### src/rtl/jtframe_prog_pkg.sv
// jtframe_prog_pkg: shared types, mask constants and bank decode for the prog_* writer
package jtframe_prog_pkg;

    typedef enum logic [1:0] {IDLE, REQ, WAIT} prog_state_t;

    localparam logic [1:0] MASK_LO = 2'b10;
    localparam logic [1:0] MASK_HI = 2'b01;
    localparam logic [1:0] MASK_W  = 2'b00;

    // a bank spans 8 MiB, so a 22-bit word address covers any in-bank offset
    localparam int PROG_AW = 22;

    typedef struct packed {
        logic [1:0]         ba;
        logic [PROG_AW-1:0] addr;
        logic [15:0]        data;
        logic [1:0]         mask;
    } prog_entry_t;

    function automatic prog_entry_t make_entry(
        input logic [24:0] a,
        input logic [7:0]  d,
        input logic [24:0] b1,
        input logic [24:0] b2,
        input logic [24:0] b3
    );
        logic [1:0]  ba;
        logic [22:0] off;
        ba  = a >= b3 ? 2'd3 : a >= b2 ? 2'd2 : a >= b1 ? 2'd1 : 2'd0;
        off = 23'(a - (ba == 2'd3 ? b3 : ba == 2'd2 ? b2 : ba == 2'd1 ? b1 : 25'd0));
        make_entry = '{ba: ba, addr: off[22:1], data: {2{d}}, mask: off[0] ? MASK_HI : MASK_LO};
    endfunction

endpackage

### src/rtl/jtframe_prog_fifo.sv
// jtframe_prog_fifo: synchronous FIFO, 2**AW entries, push accepted when full only alongside a pop
module jtframe_prog_fifo #(
    parameter int W  = 8,
    parameter int AW = 2
)(
    input  logic         clk,
    input  logic         rst,
    input  logic         push,
    input  logic         pop,
    input  logic [W-1:0] din,
    output logic [W-1:0] dout,
    output logic         full,
    output logic         empty
);
    logic [W-1:0]  mem [2**AW];
    logic [AW-1:0] wp, rp;
    logic [AW:0]   cnt;
    logic          wr, rd;

    assign full  = cnt == (AW+1)'(2**AW);
    assign empty = cnt == '0;
    assign rd    = pop & ~empty;
    assign wr    = push & (~full | rd);
    assign dout  = mem[rp];

    always_ff @(posedge clk)
        if (wr) mem[wp] <= din;

    always_ff @(posedge clk) begin
        if (rst) begin
            wp  <= '0;
            rp  <= '0;
            cnt <= '0;
        end else begin
            wp  <= wp + AW'(wr);
            rp  <= rp + AW'(rd);
            cnt <= cnt + (AW+1)'(wr) - (AW+1)'(rd);
        end
    end
endmodule

### src/rtl/jtframe_prog_writer.sv
// jtframe_prog_writer: turns the ioctl byte stream into banked SDRAM prog_* writes through a FIFO
// Define JTFRAME_PROG_PAIR_EN to merge even/odd byte pairs into single 16-bit writes.
module jtframe_prog_writer
    import jtframe_prog_pkg::*;
#(
    parameter int          SDRAMW    = 22,
    parameter logic [24:0] BA1_START = 25'h080_0000,
    parameter logic [24:0] BA2_START = 25'h100_0000,
    parameter logic [24:0] BA3_START = 25'h180_0000,
    parameter int          FIFO_AW   = 2
)(
    input  logic              clk,
    input  logic              rst,
    input  logic              downloading,
    input  logic [24:0]       ioctl_addr,
    input  logic [7:0]        ioctl_data,
    input  logic              ioctl_wr,
    output logic [SDRAMW-1:0] prog_addr,
    output logic [15:0]       prog_data,
    output logic [1:0]        prog_mask,
    output logic [1:0]        prog_ba,
    output logic              prog_we,
    input  logic              prog_ack,
    input  logic              prog_rdy,
    output logic              dwnld_busy,
    output logic              ovf
);
    prog_state_t st, st_nx;
    prog_entry_t new_e, nx_tr, tr, fifo_q;
    logic        nx_valid, tr_valid, dl_d, full, empty, pop, drop, hold_busy;

    assign new_e = make_entry(ioctl_addr, ioctl_data, BA1_START, BA2_START, BA3_START);

`ifdef JTFRAME_PROG_PAIR_EN
    prog_entry_t held, held_nx;
    logic        held_v, held_nx_v, merge, dl_fall;

    assign dl_fall   = dl_d & ~downloading;
    assign hold_busy = held_v;
    assign merge     = held_v && held.mask == MASK_LO && new_e.mask == MASK_HI &&
                       new_e.ba == held.ba && new_e.addr == held.addr;

    // one entry leaves per cycle; an odd byte that could not be emitted waits here a cycle
    always_comb begin
        nx_valid  = 1'b0;
        nx_tr     = new_e;
        held_nx   = held;
        held_nx_v = held_v;
        if (ioctl_wr) begin
            if (merge) begin
                nx_valid  = 1'b1;
                nx_tr     = '{ba: held.ba, addr: held.addr, data: {new_e.data[15:8], held.data[7:0]}, mask: MASK_W};
                held_nx_v = 1'b0;
            end else if (held_v) begin
                nx_valid = 1'b1;
                nx_tr    = held;
                held_nx  = new_e;
            end else if (new_e.mask == MASK_LO) begin
                held_nx   = new_e;
                held_nx_v = 1'b1;
            end else begin
                nx_valid = 1'b1;
            end
        end else if (held_v && (held.mask == MASK_HI || dl_fall)) begin
            nx_valid  = 1'b1;
            nx_tr     = held;
            held_nx_v = 1'b0;
        end
    end

    always_ff @(posedge clk) begin
        if (rst) begin
            held_v <= 1'b0;
            held   <= '0;
        end else begin
            held_v <= held_nx_v;
            held   <= held_nx;
        end
    end
`else
    assign nx_valid  = ioctl_wr;
    assign nx_tr     = new_e;
    assign hold_busy = 1'b0;
`endif

    always_ff @(posedge clk) begin
        if (rst) begin
            tr_valid <= 1'b0;
            tr       <= '0;
        end else begin
            tr_valid <= nx_valid;
            tr       <= nx_tr;
        end
    end

    jtframe_prog_fifo #(.W($bits(prog_entry_t)), .AW(FIFO_AW)) u_fifo (
        .clk   (clk),
        .rst   (rst),
        .push  (tr_valid),
        .pop   (pop),
        .din   (tr),
        .dout  (fifo_q),
        .full  (full),
        .empty (empty)
    );

    assign pop        = st == IDLE && !empty;
    assign drop       = tr_valid & full & ~pop;
    assign prog_we    = st == REQ;
    assign dwnld_busy = downloading | tr_valid | ~empty | (st != IDLE) | hold_busy;

    always_comb begin
        st_nx = st;
        unique case (st)
            IDLE:    st_nx = empty ? IDLE : REQ;
            REQ:     st_nx = prog_ack ? (prog_rdy ? IDLE : WAIT) : REQ;
            WAIT:    st_nx = prog_rdy ? IDLE : WAIT;
            default: st_nx = IDLE;
        endcase
    end

    always_ff @(posedge clk) begin
        if (rst) begin
            st        <= IDLE;
            prog_addr <= '0;
            prog_data <= '0;
            prog_mask <= 2'b11;
            prog_ba   <= '0;
            ovf       <= 1'b0;
            dl_d      <= 1'b0;
        end else begin
            st   <= st_nx;
            dl_d <= downloading;
            ovf  <= (ovf & ~(downloading & ~dl_d)) | drop;
            if (pop) begin
                prog_addr <= SDRAMW'(fifo_q.addr);
                prog_data <= fifo_q.data;
                prog_mask <= fifo_q.mask;
                prog_ba   <= fifo_q.ba;
            end
        end
    end
endmodule

### config.mk
export PLATFORM = sky130hd
export DESIGN_NAME = jtframe_prog_writer
export DESIGN_NICKNAME = d
export VERILOG_FILES = /design/src/rtl/jtframe_prog_pkg.sv /design/src/rtl/jtframe_prog_fifo.sv /design/src/rtl/jtframe_prog_writer.sv
export SDC_FILE = /design/constraint.sdc
export NUM_CORES = 1
export LEC_CHECK = 0
export CORE_MARGIN = 1.5
export CORE_UTILIZATION = 35
export DETAILED_ROUTE_END_ITERATION = 12
export GPL_TIMING_DRIVEN = 0
export PLACE_DENSITY = 0.64
export RECOVER_POWER = 100
export SETUP_SLACK_MARGIN = 0.4
export SLEW_MARGIN = 20
export SYNTH_ARGS = -nofsm -noshare
export SYNTH_HDL_FRONTEND = slang
export SYNTH_HIERARCHICAL = 1
export SYNTH_SLANG_ARGS = --single-unit
### constraint.sdc
create_clock -name clk -period 6.3 [get_ports clk]
set_clock_uncertainty 0.2 [all_clocks]
set_input_delay 1.26 -clock clk [delete_from_list [all_inputs] [get_ports clk]]
set_output_delay 1.26 -clock clk [all_outputs]
set_load 0.05 [all_outputs]
==> results of run 1 <==
==> critical path, stage by stage, from the launching register on <==
cell,delay (ps)
dfxtp_1,450
nor3_1,120
clkbuf_1,280
nor3_1,910
o41ai_1,290
nor3_1,830
clkbuf_1,510
clkbuf_1,460
clkbuf_1,510
==> metrics by stage <==
stage                     worst slack (ps)  hold slack (ps)
after floorplan                       1250              238
after global placement               -1540              247
after detailed placement              1870              264
after CTS                             1860              273
after global routing                   897              290
final                                 1360              265
==> layer usage <==
layer  wire [µm]  vias to the layer above  track usage [%]
li1            -                     2438                -
met1        8860                     2658             19.8
met2        9950                      215             24.6
met3        1400                       39             3.24
met4         652                        0             5.16
met5           0                        -                0
==> how the worst max path moves through the flow <==
stage,from,to,cells after the start
5_1_grt,u_fifo/cnt[1],u_fifo/mem[0][38],8
2_1_floorplan,u_fifo/cnt[1],u_fifo/mem[1][0],5
3_3_place_gp,u_fifo/cnt[1],u_fifo/mem[1][32],5
4_1_cts,downloading,dwnld_busy,4
3_5_place_dp,downloading,dwnld_busy,4
6_report,u_fifo/cnt[1],u_fifo/mem[0][38],8
==> area by class of cell <==
| class | instances | area (µm²) |
|---|---|---|
| clock inverters | 17 | 215 |
| multi-input cells | 243 | 2400 |
| inverters | 5 | 18.8 |
| fillers | 2389 | 15100 |
| repair buffers | 102 | 926 |
| well taps | 341 | 427 |
| flip-flops and latches | 256 | 6810 |
| clock buffers | 33 | 729 |
| plain buffers | 46 | 290 |
==> cell families after synthesis <==
logic type | count (synthesis) | share of synthesized area (%)
flip-flops | 256 | 71.2
AND/OR/NAND/NOR | 105 | 8.33
adder cells (fa/ha/maj) | 4 | 0.602
multiplexers | 44 | 10.2
buffers and inverters | 51 | 3.33
AO/OA/AOI/OAI | 86 | 5.96
XOR/XNOR | 4 | 0.367
==> synth_stat cells (3+ instances only) <==
cell,n,share of area [%]
nor2_1,9,0.35
nor3b_1,3,0.24
mux4_2,40,9.4
edfxtp_1,168,53
buf_6,6,0.71
buf_12,4,0.84
dfxtp_1,88,18
ha_1,3,0.39
a21oi_1,40,2.1
inv_1,5,0.20
clkbuf_1,20,0.79
xnor2_1,4,0.37
nor2b_1,42,2.7
buf_2,11,0.58
buf_1,3,0.12
o31ai_1,41,3.2
or4b_1,40,4.2
==> flip-flops by register name, indices dropped and copies added, names as in the netlist <==
| signal | count |
|---|---|
| prog_ba | 2 |
| u_fifo/rp | 2 |
| ovf | 1 |
| prog_data | 16 |
| tr | 34 |
| dl_d | 1 |
| u_fifo/mem | 168 |
| u_fifo/cnt | 3 |
| prog_addr | 22 |
| prog_mask | 2 |
| st | 2 |
| u_fifo/wp | 2 |
| tr_valid | 1 |
==> power breakdown <==
| part | switching, mW | internal (mW) | total, mW |
|---|---|---|---|
| Combinational | 0.946 | 0.562 | 1.51 |
| Sequential | 0.104 | 1.97 | 2.07 |
| Clock | 0.643 | 0.997 | 1.64 |
==> results.ini, run 1 <==
[status]
outcome = complete, no violations

[cts]
cts_made_buffers = 27
clk_latency_ps = 530
cts_tree = done
clk_pin_slew_ps = 60
cts_buffer_depth = 3
hold_buffers = 0
post-cts-setup-buffer-count = 0
htreeDepth = 1
cts.repair.resized = 0
root_buffer = clkbuf_16
clkSinkCount = 256

[die]
ios = 84
die_y_um = 168
rows = 60
core_um2 = 26900
die_w_um = 168
dieArea_um2 = 28300
start_util_pct = 35.6

[critical_path]
critPathCaptureType = flip-flop
cp_data_required_time_ps = 6270
critPathLaunchType = flip-flop
reg2reg_setup_slack_ps = 1360
worstSetupPathType = flip-flop to flip-flop
r2r_start = u_fifo/cnt[1]
crit_path_max_fanout = 10
timing.rr.end = u_fifo/mem[0][38]
r2r_cells = 8
crit_arrival_ps = 4910

[sta]
final_max_slew_viol_count = 0
finalCritPeriodShare_pct = 78.4
finalSetupViolCount = 0
fin_crit_ps = 4940
max_freq_ghz = 0.202
hold_violations = 0
worst_pin_slew_ps = 1470
rsz0062_at_grt = false
slew_headroom_pct = 1.96
setup_tns_ps = 0

[place]
gp_congestion = 0.799
placement.io_buffers = 83
placed_area_um2 = 11000
dp_hpwl_um = 14500
dp_cells = 993

[power_and_ir_drop]
peakVddDrop_v = 0.000252
p_leak_nw = 4.02
power_mw = 5.22
powerDensity_nw_per_um2 = 441

[grt]
antenna_found_initial = 0
gr-total-overflow = 0
grt_pass1_wl_um = 32100
grt_pass1_vias = 5622
grt_max_degree = 21
grt_usage_pct = 15.0

[synth]
postSynthCellCount = 550
syn_area_um2 = 9560
syn-num-nets = 593
async_flop_share_pct = 0
syn_avg_cell_area_um2 = 17.4
synth_seq_area_share_pct = 71.2
yosysWarnings = 6
synth_edf_count = 168
synth_cell_types = 33
synth-seq-cells = 256
synth_ff_type = edfxtp_1

[finish]
layout_common_cells = edfxtp_1 (168), dfxtp_1 (88), clkbuf_1 (46), dlygate4sd3_1 (46), nor2b_1 (42)
final_nets = 724
finish.instance_area_um2 = 11800
mostFrequentLayoutCell = edfxtp_1
layout.cells.non_filler = 1043
post-route-util_pct = 44.0
layout-drive-gt1-share_pct = 15.5
area_growth_pct = 23.6
diodes = 0

[min_path]
hp-class = flip-flop to flip-flop
hold_depth = 2
min_from = prog_addr[19]
hold_end = prog_addr[19]

[drt]
drc = 0
viasPerCell = 5.13
vias = 5350
detail-route-antenna-nets = 0
post_drt_wl_per_cell_um = 20.0
routed_wl_um = 20900
drt_iter0_markers = 412
firstDrtPassIters = 5

[flow_run]
cap_viol_max_count = 0

(Power assumes the default switching activity.)
==> run 2, diff against run 1 <==
Clock period 6.3 ns to 4.95 ns, I/O delays scaled along.
==> run 2 against run 1 <==
The flow now finishes with violations (max-capacitance violations, max-slew violations); flip-flop and latch count did not move; first-iteration DRC count rose by 12%; design area rose by 0.74%; total power rose by 25%; sequential share of layout area fell by 0.42 points; highest routed layer unchanged; core utilization rose by 0.33 points; combinational power rose by 28%; critical endpoint is now dwnld_busy; non-clock buffer count fell by 7.
==> results.ini, run 2 (same netlist as run 1, synthesis figures left out) <==
[sta]
max_freq_ghz = 0.227
worst_pin_slew_ps = 1880
rsz0062_at_grt = false
whs_ps = 266
final_max_slew_viol_count = 6
hold_violations = 0
fin_crit_ps = 4410
slew_headroom_pct = -26.9
finalSetupViolCount = 0
finalCritPeriodShare_pct = 89.1

[finish]
diodes = 0
area_growth_pct = 24.5
top_register = u_fifo/mem
largest_reg_flops = 168
final_nets = 716
reg_top3 = u_fifo/mem (168), tr (34), prog_addr (22)
mostFrequentLayoutCell = edfxtp_1
seq_area_um2 = 6810
layout_common_cells = edfxtp_1 (168), dfxtp_1 (88), dlygate4sd3_1 (45)
fillCellCount = 2365
layout-drive-gt1-share_pct = 16.9
multi_input_area_um2 = 2440

[flow_run]
cap_viol_max_count = 1

[drt]
viasPerCell = 5.09
vias = 5262
firstDrtPassIters = 4
drt_iter0_markers = 460
post_drt_wl_per_cell_um = 19.8
detail-route-antenna-nets = 0
drc = 0
routed_wl_um = 20400

[critical_path]
r2r_cells = 6
critPathCaptureType = output pin
r2r_start = u_fifo/cnt[1]
cp_data_required_time_ps = 3760
timing.rr.end = u_fifo/mem[1][13]
crit_arrival_ps = 3220
worstSetupPathType = flip-flop to output pin
crit_path_max_fanout = 10
critPathLaunchType = flip-flop
reg2reg_setup_slack_ps = 690

[power_and_ir_drop]
powerDensity_nw_per_um2 = 550
p_leak_nw = 4.08
peakVddDrop_v = 0.000254
power_mw = 6.54

[die]
ios = 84
die_y_um = 168
core_um2 = 26900
die_w_um = 168
start_util_pct = 35.6
rows = 60
dieArea_um2 = 28300

[min_path]
hp-class = flip-flop to flip-flop
hold_end = prog_data[14]
min_from = prog_data[14]
hold_depth = 2

[cts]
cts_made_buffers = 26
clk_pin_slew_ps = 60
clkSinkCount = 256
clk_latency_ps = 520
hold_buffers = 0
cts.repair.resized = 0
htreeDepth = 1
root_buffer = clkbuf_16
cts_tree = done
post-cts-setup-buffer-count = 0
cts_buffer_depth = 3

[place]
placement.io_buffers = 83
gp_congestion = 0.797
dp_hpwl_um = 14200

[grt]
grt_pass1_vias = 5621
grt_max_degree = 18
grt_usage_pct = 14.5
gr-total-overflow = 0
antenna_found_initial = 0
grt_pass1_wl_um = 31500

[status]
violations = max-capacitance violations, max-slew violations
outcome = finished with violations

## run 2: cell count changes in the layout (fill, tap and decap cells not counted), moves of 2 or more
cell        previous run  this run
clkbuf_1              46        32
buf_16                 1         4
bufinv_16              4         2
nor3b_1                3         1
inv_6                  3         0
clkbuf_8               1         5
clkinvlp_4             6         1
clkinv_2               3         5
nor3b_4                0         2
buf_8                  0         4
## run 2: worst max path at each step
| stage | slack, ps | cells after the start | startpoint | to |
|---|---|---|---|---|
| after CTS | 890 | 6 | u_fifo/cnt[1] | dwnld_busy |
| after global placement | -390 | 5 | u_fifo/cnt[1] | u_fifo/mem[3][35] |
| final | 540 | 6 | u_fifo/cnt[1] | dwnld_busy |
| after global routing | 420 | 6 | u_fifo/cnt[1] | u_fifo/mem[1][13] |
| after floorplan | 1280 | 5 | u_fifo/cnt[1] | u_fifo/mem[3][0] |
| after detailed placement | 1210 | 4 | downloading | dwnld_busy |
## run 2: cell type report
class                      count  share of cell area [%]
multi-input combinational    243                    20.5
inverter                       5                   0.158
sequential                   256                    57.2
timing repair buffer          95                    8.60
clock buffer                  38                    6.62
tap                          341                    3.59
clock inverter                10                   0.883
buffer                        46                    2.44
## run 2: per-stage QoR
step / area, µm² / worst slack (ps) / utilization [%] / TNS (ps) / instances
final: 11900 / 541 / 44.3 / 0 / 1034
after global routing: 11900 / 420 / 44.3 / 0 / 1034
after CTS: 12000 / 892 / 44.5 / 0 / 1034
after detailed placement: 11100 / 1210 / 41.2 / 0 / 986
after global placement: 10800 / -395 / 40.3 / -36080 / 974
after floorplan: 9570 / 1280 / - / 0 / 550
## run 2: report_power, final
| group | switching (mW) | internal, mW | leakage, nW | total, mW |
|---|---|---|---|---|
| sequential | 0.133 | 2.50 | 2.28 | 2.63 |
| combinational | 1.20 | 0.730 | 1.36 | 1.93 |
| clock | 0.775 | 1.21 | 0.441 | 1.98 |
| total | 2.10 | 4.44 | 4.08 | 6.54 |
## run 2: critical path, cell delays in order, from the launching register on
cell	delay (ps)
dfxtp_1	370
nor3_1	320
clkbuf_1	450
buf_6	220
clkbuf_1	460
nand2_1	140
clkdlybuf4s50_1	740
## run 2: metal layers
layer / share of wire [%] / vias up / track usage (%)
li1: - / 2421 / -
met1: 43 / 2644 / 18.1
met2: 49 / 159 / 25.0
met3: 5.3 / 38 / 3.10
met4: 2.8 / 0 / 5.28
met5: 0 / - / 0
==> run 3, diff against run 2 <==
Settings changed: GPL_ROUTABILITY_DRIVEN set to 0.
==> results of run 3 <==
The final DEF is identical to that of run 2; final timing and power are the same.
